## src/rtl/ram_arbiter.sv

```systemverilog
// ram_arbiter: shares one single-port RAM between an instruction-fetch read
// port (IF) and a load/store port (LS). Each access goes through three steps.
// IDLE picks a winner and latches its request. ACCESS drives the RAM for one
// cycle on a write, or for RD_LAT+1 cycles on a read. RESP pulses the
// winner's ack for one cycle.
//
// Optional build macro: ARB_FIXED_PRIO_EN
//    undefined : round-robin between IF and LS when both request
//    defined   : LS always wins a tie; IF may starve under continuous LS load
//
// state  | meaning
// IDLE   | sample requests, arbitrate, latch winner's addr/wdata/op
// ACCESS | RAM busy; ram_wr high only on a write; read data captured at end
// RESP   | one-cycle ack to the winner, then back to IDLE

module ram_arbiter #(
   parameter int AW     = 32,
   parameter int DW     = 32,
   parameter int RD_LAT = 1
) (
   input  logic          clk,
   input  logic          rst_n,
   input  logic          if_req,
   input  logic [AW-1:0] if_addr,
   output logic [DW-1:0] if_rdata,
   output logic          if_ack,
   input  logic          ls_req,
   input  logic          ls_wr,
   input  logic [AW-1:0] ls_addr,
   input  logic [DW-1:0] ls_wdata,
   output logic [DW-1:0] ls_rdata,
   output logic          ls_ack,
   output logic [AW-1:0] ram_addr,
   output logic [DW-1:0] ram_data,
   output logic          ram_wr,
   input  logic [DW-1:0] ram_out
);

   typedef enum logic [1:0] {
      ST_IDLE   = 2'd0,
      ST_ACCESS = 2'd1,
      ST_RESP   = 2'd2
   } state_e;

   // Cycles left in ACCESS after the current one; a read stays RD_LAT extra cycles.
   localparam logic [2:0] RD_CNT = 3'(RD_LAT);

   state_e        state_q, state_d;
   logic [2:0]    cnt_q, cnt_d;
   logic          op_wr_q, op_wr_d;
   logic          win_ls_q, win_ls_d;
   logic [AW-1:0] ram_addr_q, ram_addr_d;
   logic [DW-1:0] ram_data_q, ram_data_d;
   logic [DW-1:0] if_rdata_q, if_rdata_d;
   logic [DW-1:0] ls_rdata_q, ls_rdata_d;
   logic          grant_ls;

`ifdef ARB_FIXED_PRIO_EN
   // LS takes every grant it asks for.
   assign grant_ls = ls_req;
`else
   // Reset value 1 (LS) lets IF win the first tie.
   logic          last_ls_q, last_ls_d;

   assign grant_ls = ls_req & (~if_req | ~last_ls_q);

   // Round-robin history: which port won the most recent grant.
   always_ff @(posedge clk or negedge rst_n) begin
      if (!rst_n) begin
         last_ls_q <= 1'b1;
      end else begin
         last_ls_q <= last_ls_d;
      end
   end

   // Update the history on every grant out of IDLE.
   always_comb begin
      last_ls_d = last_ls_q;
      if (state_q == ST_IDLE && (if_req || ls_req)) begin
         last_ls_d = grant_ls;
      end
   end
`endif

   // State, latched request and returned read data.
   always_ff @(posedge clk or negedge rst_n) begin
      if (!rst_n) begin
         state_q    <= ST_IDLE;
         cnt_q      <= '0;
         op_wr_q    <= 1'b0;
         win_ls_q   <= 1'b0;
         ram_addr_q <= '0;
         ram_data_q <= '0;
         if_rdata_q <= '0;
         ls_rdata_q <= '0;
      end else begin
         state_q    <= state_d;
         cnt_q      <= cnt_d;
         op_wr_q    <= op_wr_d;
         win_ls_q   <= win_ls_d;
         ram_addr_q <= ram_addr_d;
         ram_data_q <= ram_data_d;
         if_rdata_q <= if_rdata_d;
         ls_rdata_q <= ls_rdata_d;
      end
   end

   // Next-state logic: arbitrate in IDLE, count down in ACCESS, one cycle in RESP.
   always_comb begin
      state_d    = state_q;
      cnt_d      = cnt_q;
      op_wr_d    = op_wr_q;
      win_ls_d   = win_ls_q;
      ram_addr_d = ram_addr_q;
      ram_data_d = ram_data_q;
      if_rdata_d = if_rdata_q;
      ls_rdata_d = ls_rdata_q;
      unique case (state_q)
         ST_IDLE: begin
            if (if_req || ls_req) begin
               win_ls_d = grant_ls;
               if (grant_ls) begin
                  ram_addr_d = ls_addr;
                  ram_data_d = ls_wdata;
                  op_wr_d    = ls_wr;
                  cnt_d      = ls_wr ? 3'd0 : RD_CNT;
               end else begin
                  // IF carries no write data, so ram_data keeps its last value.
                  ram_addr_d = if_addr;
                  op_wr_d    = 1'b0;
                  cnt_d      = RD_CNT;
               end
               state_d = ST_ACCESS;
            end
         end
         ST_ACCESS: begin
            if (cnt_q == 3'd0) begin
               state_d = ST_RESP;
               if (!op_wr_q) begin
                  if (win_ls_q) begin
                     ls_rdata_d = ram_out;
                  end else begin
                     if_rdata_d = ram_out;
                  end
               end
            end else begin
               cnt_d = cnt_q - 3'd1;
            end
         end
         ST_RESP: begin
            state_d = ST_IDLE;
         end
         default: begin
            state_d = ST_IDLE;
         end
      endcase
   end

   // Decoded straight from registers, so reset clears ram_wr and both acks at once.
   always_comb begin
      ram_wr = (state_q == ST_ACCESS) && op_wr_q;
      if_ack = (state_q == ST_RESP) && !win_ls_q;
      ls_ack = (state_q == ST_RESP) && win_ls_q;
   end

   assign ram_addr = ram_addr_q;
   assign ram_data = ram_data_q;
   assign if_rdata = if_rdata_q;
   assign ls_rdata = ls_rdata_q;

endmodule
```

## config.mk

```make
export PLATFORM = sky130hd
export DESIGN_NAME = ram_arbiter
export DESIGN_NICKNAME = d
export VERILOG_FILES = /design/src/rtl/ram_arbiter.sv
export SDC_FILE = /design/constraint.sdc
export NUM_CORES = 1
export LEC_CHECK = 0
export CORE_MARGIN = 2
export CORE_UTILIZATION = 29
export CTS_BUF_LIST = sky130_fd_sc_hd__clkbuf_2 sky130_fd_sc_hd__clkbuf_4 sky130_fd_sc_hd__clkbuf_8
export DETAILED_ROUTE_END_ITERATION = 6
export PLACE_DENSITY_LB_ADDON = 0.3
export SYNTH_ARGS = -nofsm -noshare
export SYNTH_HDL_FRONTEND = slang
export SYNTH_SLANG_ARGS = --single-unit
```

## constraint.sdc

```tcl
create_clock -name clk -period 1.6 [get_ports clk]
set_clock_uncertainty 0.05 [all_clocks]
set_input_delay 0.16 -clock clk [delete_from_list [all_inputs] [get_ports clk]]
set_output_delay 0.16 -clock clk [all_outputs]
set_load 0.02 [all_outputs]
```

==> results.toml <==
[logic_synthesis]
yosysTopAreaCell = "dfrtp_1"
syn_nets = 482
yosys.area.top_type_share = 0.592
ys_async_sr_fraction = 1.00
ys_types = 28
synth_ff_type = "dfrtp_1"
synth_area_um2 = 5710
seq_area_frac_synth = 0.596
synth_enable_flop_cells = 0
synthCells = 347
synth_warnings = 0
synth.top_cells.by_area = "dfrtp_1 59%, mux2_2 26%, mux2_4 7.9%"
ys_ff_latch = 136
avgSynthCellArea_um2 = 16.4

[timing]
tns_ns = -11.43
setup_viol_count_final = 97
timing.final.crit_share = 1.13
grt_setup_unrepaired = "true"
layout_min_cycle_time_ns = 1.81
drv_slew = 0
worst_pin_slew_ns = 0.324
fmax_mhz = 554
hold_violations = 0
layout_setup_ws_ns = -0.206
slew_headroom = 0.784

[finish]
nets = 792
final_cell_mix = "135 x dfrtp_1, 131 x clkdlybuf4s50_1, 130 x mux2_2, 128 x dlygate4sd2_1, 31 x mux2_4"
n_antenna_cell = 0
synthToLayoutAreaGrowth_pct = 66.9
layout_commonest_cell = "dfrtp_1"
register_area_um2 = 3400
drive_above_1_share = 0.383
multi_input_area_um2 = 2210
final.fill_count = 1805

[power_and_ir_drop]
power.internal_mw = 12.4
power_density_nw_per_um2 = 2020
pwr-share-clk = 0.183
share_comb_of_total_power = 0.499
irDropWorstVdd_mv = 0.879
seqPwrFrac = 0.317
switchingPower_mw = 6.81
swShare = 0.355
power_leakage_nw = 4.25

[setup_path]
reg2reg_from = "cnt_q[1]"
critical_path_required_ns = 1.86
cp_data_arrival_time_ns = 2.07
crit_type = "reg -> reg"
cp-start-kind = "flip-flop"
crit_path_start = "cnt_q[1]"
cp_max_fo = 5
cp-end-kind = "flip-flop"

[clocking]
htree_levels = 4
cts_root_buf = "clkbuf_8"
cts_tree = "yes"
clk_pin_slew_ns = 0.08
clock_path_buffers = 2
clock-sinks = 136
cts_made_buffers = 17
insertion_delay_ns = 0.43

[outcome]
violations = "negative setup slack"
status = "finished, violations left"

[grt]
gr-total-overflow = 0
grt_usage = 0.147
first_global_vias = 4488
antenna_found_initial = 0
grt_max_degree = 40
grt_pass1_wl_um = 23500

[die]
die_h_um = 144
rows = 51
die-area_um2 = 20800
core_area_um2 = 19400
start_util = 0.294
ios = 264
die_w_um = 144

[routing]
vias = 4097
drt-pass1-iter-count = 4
wl_per_cell_um = 16.7
drt_iter0_drc = 108
antenna_left = 0
viasPerCell = 4.39
drt-total-wl_um = 15600
route.detailed.drc = 0

[place]
numPortBuffers = 263
hpwlAfterDp_um = 10900
post-place-ws_ns = -0.317
place.gp.congestion = 0.759

[job]
cap_viol_max_count = 0

[worst_hold_path]
hp-class = "in -> async"
## kinds of logic after synthesis
group | after synthesis | share of synthesized area
mux | 162 | 0.339
flops | 136 | 0.596
buf+inv | 24 | 0.0311
simple gates | 14 | 0.0171
compound gates | 9 | 0.0116
fa+ha+maj | 2 | 0.00438
## state kept, by name (all words and copies together), names as in the netlist
signal     flops
cnt_q          3
ram_data      32
op_wr_q        1
state_q        2
last_ls_q      1
ls_rdata      32
win_ls_q       1
if_rdata      32
ram_addr      32
## Yosys cell counts (2+ instances only)
cell type	number
buf_12	3
buf_2	7
buf_4	6
dfrtp_1	135
ha_1	2
inv_1	7
mux2_2	131
mux2_4	30
nor2_1	3
nor3b_1	2
o21ai_0	4
## through the flow
step                      hold slack (ns)  instance area (um^2)   util  power, mW  instances
after floorplan                    -0.186                  5710      -       11.5        347
after global placement             0.0196                  8820  0.455       16.1        886
after detailed placement           0.0213                  8820  0.455       16.3        886
after CTS                           0.107                  9450  0.487       19.3        931
after global routing                0.112                  9530  0.491       20.3        933
final                               0.125                  9530  0.491       19.2        933
## what timing repair did
| action | in CTS | in global routing |
|---|---|---|
| gates resized for setup | 165 | 13 |
| hold endpoints to repair | 135 | 0 |
| cloned | 5 | 2 |
| pin swaps | 0 | 4 |
| endpoints found under the setup margin | 233 | 118 |
| setup buffers | 9 | 2 |
| hold buffers | 1 | 0 |
## metal layers
metal	vias to the layer above	track usage	wire, um
met1	2074	0.166	5940
met5	-	0	0
met3	16	0.0520	1140
met2	147	0.262	8280
met4	0	0.0434	209
li1	1860	-	-
## power by group through the flow
stage	sequential [mW]	combinational (mW)	clock (mW)
5_1_grt	6.33	10.2	3.79
3_3_place_gp	6.14	9.91	0
2_1_floorplan	8.19	3.28	0
4_1_cts	6.12	9.53	3.64
6_report	6.09	9.59	3.52
3_5_place_dp	6.22	10.1	0
## cell type report
class                      count  area share
inverter                       7     0.00276
sequential                   136       0.357
multi-input combinational    187       0.232
clock inverter                12      0.0263
timing repair buffer         308       0.321
tap                          265      0.0348
clock buffer                  18      0.0253
## critical path, stage by stage, from the launching register on
cell and delay, ns:
dfrtp_1 0.39, inv_2 0.08, ha_4 0.13, and4bb_4 0.23, and3_4 0.23, buf_12 0.14
clkbuf_16 0.15, mux2_4 0.29
## path summary, 6_finish.rpt
kind / depth (start not counted) / slack (ns) / end
max: 7 / -0.21 / if_rdata[24]
max reg2reg: 7 / -0.21 / if_rdata[24]
min in group clk: 2 / 0.29 / ram_data[30]
max in group asynchronous: 3 / 0.79 / ls_rdata[4]
min: 2 / 0.12 / if_rdata[7]
min reg2reg: 1 / 0.45 / ls_rdata[6]
Power figures use the tool's default switching activity.
